==> src/rtl/ram_port_arbiter.sv <==
// rtl/ram_port_arbiter.sv - round-robin arbiter sharing RAM port A between clients, with post-reset clear pass
module ram_port_arbiter #(
  parameter int Width      = 32,
  parameter int Depth      = 1024,
  parameter int Requesters = 4,
  localparam int AW        = $clog2(Depth),
  localparam int RW        = $clog2(Requesters)
) (
  input  logic                       ipClk,
  input  logic                       ipReset,
  input  logic [Requesters-1:0]      ipReq_Valid,
  input  logic [Requesters*AW-1:0]   ipReq_Address,
  input  logic [Requesters*Width-1:0] ipReq_WrData,
  input  logic [Requesters-1:0]      ipReq_WrEnable,
  output logic [Requesters-1:0]      opReq_Ready,
  output logic [Requesters-1:0]      opRdValid,
  output logic [Width-1:0]           opRdData,
  output logic                       opInitDone,
  output logic                       opClkEnable,
  output logic [AW-1:0]              opAddress,
  output logic [Width-1:0]           opWrData,
  output logic                       opWrEnable,
  input  logic [Width-1:0]           ipRdData
);

  localparam logic [0:0] ST_CLEAR = 1'b0;
  localparam logic [0:0] ST_RUN   = 1'b1;

  // One spare bit so ptr + offset can exceed Requesters-1 before wrapping
  localparam int SW = RW + 1;
  localparam logic [SW-1:0] REQ_N = SW'(Requesters);

  logic [0:0]            r_state;
  logic [AW-1:0]         r_count;
  logic [RW-1:0]         r_ptr;
  logic                  r_init_done;
  logic [Requesters-1:0] r_rd_valid;

  logic                  w_any;
  logic [RW-1:0]         w_gnt;
  logic [SW-1:0]         w_sum;
  logic                  w_run;
  logic [Requesters-1:0] w_ready;
  logic [RW-1:0]         w_ptr_next;
  logic                  w_sel_we;

  always_comb begin
    w_any = 1'b0;
    w_gnt = '0;
    w_sum = '0;
    for (int k = 0; k < Requesters; k++) begin
      w_sum = {1'b0, r_ptr} + SW'(k);
      if (w_sum >= REQ_N) begin
        w_sum = w_sum - REQ_N;
      end
      if (!w_any && ipReq_Valid[w_sum[RW-1:0]]) begin
        w_any = 1'b1;
        w_gnt = w_sum[RW-1:0];
      end
    end
  end

  assign w_run      = (r_state == ST_RUN) && !ipReset;
  assign w_ready    = (w_run && w_any) ? (Requesters'(1) << w_gnt) : '0;
  assign w_ptr_next = (w_gnt == RW'(Requesters - 1)) ? '0 : w_gnt + RW'(1);
  assign w_sel_we   = ipReq_WrEnable[w_gnt];

  always_comb begin
    opClkEnable = 1'b0;
    opWrEnable  = 1'b0;
    opAddress   = '0;
    opWrData    = '0;
    if (!ipReset) begin
      if (r_state == ST_CLEAR) begin
        opClkEnable = 1'b1;
        opWrEnable  = 1'b1;
        opAddress   = r_count;
      end else if (w_any) begin
        opClkEnable = 1'b1;
        opWrEnable  = w_sel_we;
        opAddress   = ipReq_Address[w_gnt*AW +: AW];
        opWrData    = ipReq_WrData[w_gnt*Width +: Width];
      end
    end
  end

  always_ff @(posedge ipClk) begin
    if (ipReset) begin
      r_state     <= ST_CLEAR;
      r_count     <= '0;
      r_ptr       <= '0;
      r_init_done <= 1'b0;
      r_rd_valid  <= '0;
    end else begin
      r_rd_valid <= '0;
      if (r_state == ST_CLEAR) begin
        if (r_count == AW'(Depth - 1)) begin
          r_state     <= ST_RUN;
          r_init_done <= 1'b1;
          r_count     <= '0;
        end else begin
          r_count <= r_count + AW'(1);
        end
      end else if (w_any) begin
        r_ptr <= w_ptr_next;
        if (!w_sel_we) begin
          r_rd_valid <= w_ready;
        end
      end
    end
  end

  // Reset gates the registered flags immediately so a pending read return is dropped
  assign opReq_Ready = w_ready;
  assign opRdValid   = ipReset ? '0 : r_rd_valid;
  assign opInitDone  = r_init_done & ~ipReset;
  assign opRdData    = ipRdData;

endmodule

==> config.mk <==
export PLATFORM = sky130hd
export DESIGN_NAME = ram_port_arbiter
export DESIGN_NICKNAME = d
export VERILOG_FILES = /design/src/rtl/ram_port_arbiter.sv
export SDC_FILE = /design/constraint.sdc
export NUM_CORES = 1
export LEC_CHECK = 0
export CORE_AREA = 4 4 112 114
export CTS_CLUSTER_DIAMETER = 80
export CTS_CLUSTER_SIZE = 28
export DETAILED_ROUTE_END_ITERATION = 12
export DIE_AREA = 0 0 116 118
export PLACE_DENSITY = 0.7
export SLEW_MARGIN = 20
export SYNTH_ARGS = -nofsm -noshare
export SYNTH_HDL_FRONTEND = slang
export SYNTH_SLANG_ARGS = --single-unit
export TNS_END_PERCENT = 20
==> constraint.sdc <==
create_clock -name ipClk -period 5.2 [get_ports ipClk]
set_input_delay 1.04 -clock ipClk [delete_from_list [all_inputs] [get_ports ipClk]]
set_output_delay 1.04 -clock ipClk [all_outputs]
set_load 0.02 [all_outputs]
# --- Word level (Yosys, flattened, before mapping) ---
# Index checks and enable logic that the tools add are counted.
totals:
  ff_bits: 18
  input_bits: 210
  out_inout_bits: 85
  elab_cells: 85
classes:
  n_addsub: 9
  n_mul: 1
  magnitude_cmp: 9
  eq_ne: 2
  n_shift: 3
  n_mux: 40
  bitwise_logic: 4
  n_reduce_logical: 12
ops:
  columns: ["operator", "count"]
  rows:
  - ["$shiftx A128 B8 Y32", 1]
  - ["$mux W32", 3]
  - ["$mux W10", 4]
  - ["$shiftx A40 B7 Y10", 1]
  - ["$mux W2", 9]
  - ["$mux W1", 17]
  - ["$lt A2 B3 Y1 const B", 5]
  - ["$add A10 B1 Y10 const B", 1]
  - ["$bmux W1 S2", 5]
  - ["$eq A10 B10 Y1 const B", 1]
  - ["$ge A3 B3 Y1 const B", 3]
  - ["$mux W4", 2]
  - ["$sub A2 B1 Y2 const B", 4]
  - ["$add A2 B2 Y3 const B", 2]
  - ["$logic_and A1 B1 Y1", 5]
  - ["$mul A2 B3 Y5 const B", 1]
  - ["$logic_not A1 Y1", 4]
  - ["$reduce_and A2 Y1", 2]
  - ["$reduce_or A4 Y1", 1]
  - ["$shl A1 B2 Y4 const A", 1]
  - ["$add A2 B1 Y3 const B", 1]
  - ["$ge A2 B3 Y1 const B", 1]
  - ["$not A1 Y1", 3]
  - ["$add A2 B1 Y2 const B", 1]
  - ["other kinds (2)", 2]

# --- Longest topological paths before layout ---
# Gate-level depths: netlist of run 1.
depth:
  ltp_word: 19
  mapped_depth: 10
  ltp_nobuf: 7

# --- Worst setup path before layout of run 1 ---
# OpenSTA, ideal clock, no wires.
synth_timing:
  kind: "input to output"
  start: "in ipReq_Valid[2]"
  end: "out opWrData[27]"
  arrival_ns: 2.799
  required_time_ns: 4.160
  slack_ns: 1.361
  cell_stages: 8
  path_buffers: 3
  path_cell_list: "nor2b_1 -> a221o_2 -> and2_4 -> buf_6 -> buf_6 -> buf_6 -> mux2i_1 -> a211oi_1"
synth_via:
  elab_chain_cells: 16
  word_cells_on_any_way: 26
  cone_classes: "1 x shift; 19 x mux; 6 x reduce/logical"
synth_rtl:
  columns: ["element", "line_no", "source"]
  rows:
  - ["start: declaration", "11", "input logic [Requesters-1:0] ipReq_Valid,"]
  - ["$bmux W1 S2", "56", "if (!w_any && ipReq_Valid[w_sum[RW-1:0]]) begin"]
  - ["$mux W1 (implied by the code)", "56", null]
  - ["$mux W1", "56", null]
  - ["$logic_not A1 Y1", "56", null]
  - ["$logic_and A1 B1 Y1", "56", null]
  - ["$mux W1", "56", null]
  - ["$logic_not A1 Y1", "56", null]
  - ["$logic_and A1 B1 Y1", "56", null]
  - ["$mux W1", "56", null]
  - ["$logic_not A1 Y1", "56", null]
  - ["$logic_and A1 B1 Y1", "56", null]
  - ["$mux W2", "56", null]
  - ["$shiftx A128 B8 Y32", "82", "opWrData = ipReq_WrData[w_gnt*Width +: Width];"]
  - ["$mux W32 (*)", "78", "end else if (w_any) begin"]
  - ["$mux W32 (*)", "74", "if (r_state == ST_CLEAR) begin"]
  - ["$mux W32 (*)", "73", "if (!ipReset) begin"]
  - ["end: declaration", "21", "output logic [Width-1:0] opWrData,"]
# Mark *: on every way between the ends. The rest lies on a longest branch, timed or not. The select of a mux whose other input is x is not followed.

# --- Final worst setup path of run 1 ---
layout_timing:
  start: "in ipReq_Valid[0]"
  end: "out opWrData[26]"
# Same word-level chain as after synthesis.

==> metrics.cfg, run 1 <==
[grt]
grt_pass1_vias = 3718
globalRouteTotalUtil_pct = 17.59
grt_pass1_wl_um = 19450
grt_max_degree = 50
overflow = 0
antenna_found_initial = 0

[sta]
rsz0062_at_grt = false
finalSetupViolCount = 0
setup_ws_ps = 390.2
fin_worst_skew_ps = 1.904
fmax_ghz = 0.2079
finalHoldViolCount = 0
relSlewSlack_pct = 53.46
tightestPinTransition_ps = 695.5
slew_violations = 0
min_period_ps = 4810
finalCritPeriodShare_pct = 92.50
fin_setup_tns_ps = 0

[synthesis]
synth_most_common_cell = a211oi_1
synth_edf_count = 0
synth_area_mm2 = 0.002928
synthTopCellsByCount = a211oi_1, mux2i_1, and3_1, buf_4, a211oi_2
yosysTopAreaCell = mux2i_1
synth_ff_type = dfxtp_1
netlist_top_cells_area = mux2i_1, a211oi_1, dfxtp_1
ys_ff_latch = 18
synth.top_cell.area_share_pct = 15.04
synth_seq_area_share_pct = 12.31
async_flop_share_pct = 0
syn-num-nets = 573
syn-instance-count = 358
yosys_warnings = 0
ys_types = 42
synth_area_per_cell_um2 = 8.178

[place]
post-dp-hpwl_um = 10500
port_buffers = 230
dp_slack_ps = 408.5
gp_congestion = 0.7890

[setup_path]
end_kind = output pin
worstPathArrival_ps = 3770
reg2reg_slack_ps = 3000
cp_max_fo = 42
critPathTopFamily = buffers and inverters
critPathKind = in -> out
path_cells = clkdlybuf4s50_1 > nand2_1 > or2_1 > and3_1 > inv_2 > buf_12 > a211oi_1 > a211oi_1 > clkdlybuf4s50_1
slowest_stage = clkdlybuf4s50_1
worst_ep_required_time_ps = 4160
critPathBufInv = 4
crit_path_start_kind = primary input
slowest_delay_ps = 660

[cells_and_area]
synthToLayoutAreaGrowth_pct = 76.88
nets = 754
drive_gt1_share_pct = 8.566
antenna_cells = 0

[clock_network]
cts_root_buf = clkbuf_16
cts_tree = done
numCtsBuffers = 3
post_cts_resized = 0
cts.clk_slew.worst_paths_ps = 50
clkSinkCount = 18
worstSkewPairLatency_ps = 240
cts_setup_buffers = 0
holdBufCountCts = 0
cts_htree_levels = 1
cts_buffer_depth = 2

[status]
status = finished, final reports clean

[pwr]
p_total_w = 0.0005705
peakVddDrop_mv = 0.09529
p_per_area_mw_per_mm2 = 110.2
power_leakage_nw = 1.886

[drt]
avgViaCountPerCell = 5.116
drtIter0Drc = 144
drcViolationCount = 0
totalWireLength_um = 12840
postRouteAntennaNets = 0
drt_first_pass_iters = 4
num_vias = 3479
wl_per_cell_um = 18.89

[floorplanning]
io_pins = 295
die_area_mm2 = 0.01369
die_y_um = 118
start_util_pct = 25.64
die_w_um = 116
rows = 39
core_area_mm2 = 0.01142

[flow_run]
max_cap_viol_count = 0

[min_path]
hp-class = reg -> reg

-- area by class of cell --
class | count | area, um^2
clock buffer | 3 | 75.07
fill | 1143 | 6240
inverter | 5 | 18.77
multi-input combinational | 269 | 2116
sequential | 18 | 360.3
tap | 143 | 178.9
timing repair buffer | 242 | 2430
-- layer usage --
layer	wire length [um]	vias up	GRT usage, %	part of all wire (%)
li1	-	1682	-	-
met1	5031	1629	19.81	39
met2	6463	138	31.80	50
met3	1074	30	4.936	8.4
met4	274	0	4.859	2.1
met5	0	-	0	0
-- where the power goes --
part	switching [W]	total (W)	leakage [nW]	internal (W)
sequential	0.00000270	0.000143	0.146	0.000140
combinational	0.000107	0.000279	1.70	0.000172
clock	0.0000477	0.000149	0.0370	0.000101
-- worst register-to-register path, cell delays in order (launching register included) --
cell and delay (ps):
dfxtp_1 410, mux2_1 350, nand2_1 160, and3_1 230, inv_2 160, buf_12 210, or3_1 460, a21boi_1 160
-- cells by family after synthesis --
logic type | count (synthesis) | synth area share [%]
multiplexers | 45 | 15.43
AND/OR/NAND/NOR | 110 | 21.41
adder cells (fa/ha/maj) | 5 | 2.137
XOR/XNOR | 7 | 2.094
flip-flops | 18 | 12.31
buffers and inverters | 71 | 15.51
AO/OA/AOI/OAI | 102 | 31.11
-- state kept, by name (all words and copies together) (netlist names) --
| name | flops |
|---|---|
| r_count | 10 |
| r_init_done | 1 |
| r_rd_valid | 4 |
| r_state | 1 |
| r_ptr | 2 |
-- cells in the final DEF (no fill, tap or decap), types with 2 or more instances in the layout --
| master | count |
|---|---|
| nand3_1 | 5 |
| a211oi_1 | 49 |
| mux2i_1 | 44 |
| a221oi_2 | 5 |
| inv_1 | 3 |
| xor2_1 | 4 |
| clkdlybuf4s50_1 | 230 |
| and4_1 | 6 |
| and3_1 | 35 |
| nor2b_1 | 10 |
| buf_12 | 3 |
| buf_4 | 9 |
| inv_2 | 2 |
| clkbuf_16 | 3 |
| and2_1 | 11 |
| o221ai_1 | 5 |
| a21boi_1 | 4 |
| or3_1 | 3 |
| ha_1 | 5 |
| nand2_1 | 14 |
| nand4_1 | 3 |
| a21o_1 | 2 |
| nor2_1 | 15 |
| nand2b_1 | 2 |
| a21oi_1 | 2 |
| xnor2_1 | 3 |
| a21boi_0 | 2 |
| a211oi_2 | 20 |
| o31ai_1 | 6 |
| o211ai_1 | 2 |
| dfxtp_1 | 18 |
-- worst paths after layout --
path,startpoint,to,cells after the start
max,ipReq_Valid[0],opWrData[26],9
min,r_count[8]$_SDFFE_PP0N_,r_count[8]$_SDFFE_PP0N_,2
max reg2reg,r_ptr[1]$_SDFFE_PP0N_,r_rd_valid[1]$_SDFF_PP0_,7
min reg2reg,r_count[8]$_SDFFE_PP0N_,r_count[8]$_SDFFE_PP0N_,2
-- per-stage QoR --
stage               instance area (um^2)  hold slack [ps]  std cells  utilization, %
global route                        5179            535.7        680           45.35
CTS                                 5179            519.0        680           45.35
floorplan                           2928            471.5        358               -
detailed placement                  5104            511.9        677           44.70
global placement                    5104            495.2        677           44.70
finish                              5179            529.0        680           45.35
(Power assumes the default switching activity.)
==> run 2, diff against run 1 <==
--- a/config.mk
+++ b/config.mk
@@ -5,12 +5,13 @@
 export SDC_FILE = /design/constraint.sdc
 export NUM_CORES = 1
 export LEC_CHECK = 0
-export CORE_AREA = 4 4 112 114
+export CORE_ASPECT_RATIO = 0.6
+export CORE_MARGIN = 4
+export CORE_UTILIZATION = 27
 export CTS_CLUSTER_DIAMETER = 80
 export CTS_CLUSTER_SIZE = 28
 export DETAILED_ROUTE_END_ITERATION = 12
-export DIE_AREA = 0 0 116 118
-export PLACE_DENSITY = 0.7
+export PLACE_DENSITY = 0.77
 export SLEW_MARGIN = 20
 export SYNTH_ARGS = -nofsm -noshare
 export SYNTH_HDL_FRONTEND = slang
==> constraint.sdc (replaced) <==
create_clock -name ipClk -period 4.2 [get_ports ipClk]
set_input_delay 0.84 -clock ipClk [delete_from_list [all_inputs] [get_ports ipClk]]
set_output_delay 0.84 -clock ipClk [all_outputs]
set_load 0.02 [all_outputs]
==> metrics.cfg, run 2 (synthesis results as in run 1) <==
[status]
status = finished, final reports clean

[setup_path]
crit_path_start_kind = primary input
critPathKind = in -> out
end_kind = output pin
cp_max_fo = 24
cpMostUsedCell = clkdlybuf4s50_1
slowest_stage = clkdlybuf4s50_1
worstPathArrival_ps = 3310
path_cells = clkdlybuf4s50_1 > nor2b_1 > a221o_2 > and2_4 > buf_12 > mux2i_1 > a211oi_2 > clkdlybuf4s50_1
worst_ep_required_time_ps = 3360
slowest_delay_ps = 620

[pwr]
power.internal_w = 0.0005389
p_comb_share_pct = 47.9
netSwitchingFraction_pct = 27.99
seqPwrFrac_pct = 23.7
power_leakage_nw = 2.526
p_total_w = 0.0007484
switching_power_w = 0.0002095
peakVddDrop_mv = 0.1391
pwr-share-clk_pct = 28.5
p_per_area_mw_per_mm2 = 139.6

[cells_and_area]
largestRegisters = r_count x10, r_rd_valid x4, r_ptr x2
drive_gt1_share_pct = 10.07
synthToLayoutAreaGrowth_pct = 83.12
final_common_cell = clkdlybuf4s50_1
nFillCells = 953
antenna_cells = 0
fin_util_pct = 50.78
final_cell_mix = clkdlybuf4s50_1, a211oi_1, mux2i_1, and3_1, dlymetal6s2s_1
regMostFlops = r_count
nets = 762
largest_reg_flops = 10

[place]
gp_congestion = 0.8649
post-dp-hpwl_um = 11250
port_buffers = 230
dp_slack_ps = -5.990

[clock_network]
cts_setup_buffers = 0
holdBufCountCts = 0
cts_tree = done
worstSkewPairLatency_ps = 250
cts_htree_levels = 1
cts.clk_slew.worst_paths_ps = 50
cts_root_buf = clkbuf_16
clkSinkCount = 18
cts_buffer_depth = 2
numCtsBuffers = 3

[floorplanning]
die_area_mm2 = 0.01263
start_util_pct = 27.73
core_area_mm2 = 0.01056
die_y_um = 88.66
io_pins = 295
rows = 29
die_w_um = 142.4

[sta]
slew_violations = 0
min_period_ps = 4151
relSlewSlack_pct = 70.05
tightestPinTransition_ps = 445.5
finalSetupViolCount = 0
setup_ws_ps = 48.85
finalCritPeriodShare_pct = 98.84
fmax_ghz = 0.2409
finalHoldViolCount = 0
fin_setup_tns_ps = 0
fin_worst_skew_ps = 2.276
rsz0062_at_grt = true

[drt]
drcViolationCount = 0
drt_first_pass_iters = 4
wl_per_cell_um = 19.78
drtIter0Drc = 168
postRouteAntennaNets = 0
num_vias = 3590
avgViaCountPerCell = 5.241
totalWireLength_um = 13550

[min_path]
hp-class = reg -> reg

[grt]
grt_max_degree = 47
overflow = 0
globalRouteTotalUtil_pct = 19.00
grt_pass1_vias = 3420
grt_pass1_wl_um = 18890
antenna_found_initial = 0

[flow_run]
max_cap_viol_count = 0

-- run 2: changes by cell type in the layout (fill, tap and decap cells not counted), sizes merged --
cell           before  now
dlygate4sd2         0    1
dlymetal6s2s        0   31
clkdlybuf4s50     230  198
clkbuf              3    4
buf                12   20
-- run 2: cell type report --
| cell class | count | area [um^2] | share of cell area, % |
|---|---|---|---|
| Sequential cell | 18 | 360.3 | 6.721 |
| Multi-Input combinational cell | 269 | 2116 | 39.46 |
| Timing Repair Buffer | 250 | 2604 | 48.56 |
| Inverter | 5 | 18.77 | 0.3501 |
| Tap cell | 139 | 173.9 | 3.244 |
| Clock buffer | 4 | 88.84 | 1.657 |
-- run 2: routing by layer --
layer | track usage [%] | routed length, um | up-vias
met5 | 0 | 0 | -
met3 | 7.289 | 1366 | 8
li1 | - | - | 1711
met1 | 26.35 | 6088 | 1690
met2 | 29.01 | 6037 | 181
met4 | 1.984 | 59 | 0
-- run 2: stage by stage --
step	area (um^2)	std cells	hold slack, ps
3_3_place_gp	5196	681	492.2
6_report	5361	685	515.6
2_1_floorplan	2928	358	471.5
3_5_place_dp	5196	681	498.9
5_1_grt	5361	685	547.5
4_1_cts	5284	685	509.2
-- run 2: timing repair --
action / in CTS / in global routing
pin swaps: 0 / 0
gates cloned: 0 / 0
setup endpoints to repair: 1 / 36
gates resized for setup: 1 / 31
-- run 2: power by group through the flow --
stage / clock network, W / logic [W] / registers, W
CTS: 0.000216 / 0.000359 / 0.000177
global placement: 0 / 0.000349 / 0.000180
global route: 0.000225 / 0.000381 / 0.000177
floorplan: 0 / 0.000185 / 0.000179
finish: 0.000213 / 0.000358 / 0.000177
detailed placement: 0 / 0.000357 / 0.000181
-- run 2: worst paths after layout --
path / startpoint / to / slack (ps) / cells after the start
setup reg to reg: r_ptr[1]$_SDFFE_PP0N_ / r_rd_valid[3]$_SDFF_PP0_ / 2100 / 7
hold / removal: r_count[8]$_SDFFE_PP0N_ / r_count[8]$_SDFFE_PP0N_ / 520 / 2
hold reg to reg: r_count[8]$_SDFFE_PP0N_ / r_count[8]$_SDFFE_PP0N_ / 520 / 2
setup / recovery: ipReq_Valid[2] / opWrData[9] / 50 / 8
-- run 2: critical path, delay by kind of cell --
kind                   cells  cell delay, ps
buffers and inverters      3            1280
AND/OR/NAND/NOR            2             340
multiplexers               1             200
AO/OA/AOI/OAI              2             610
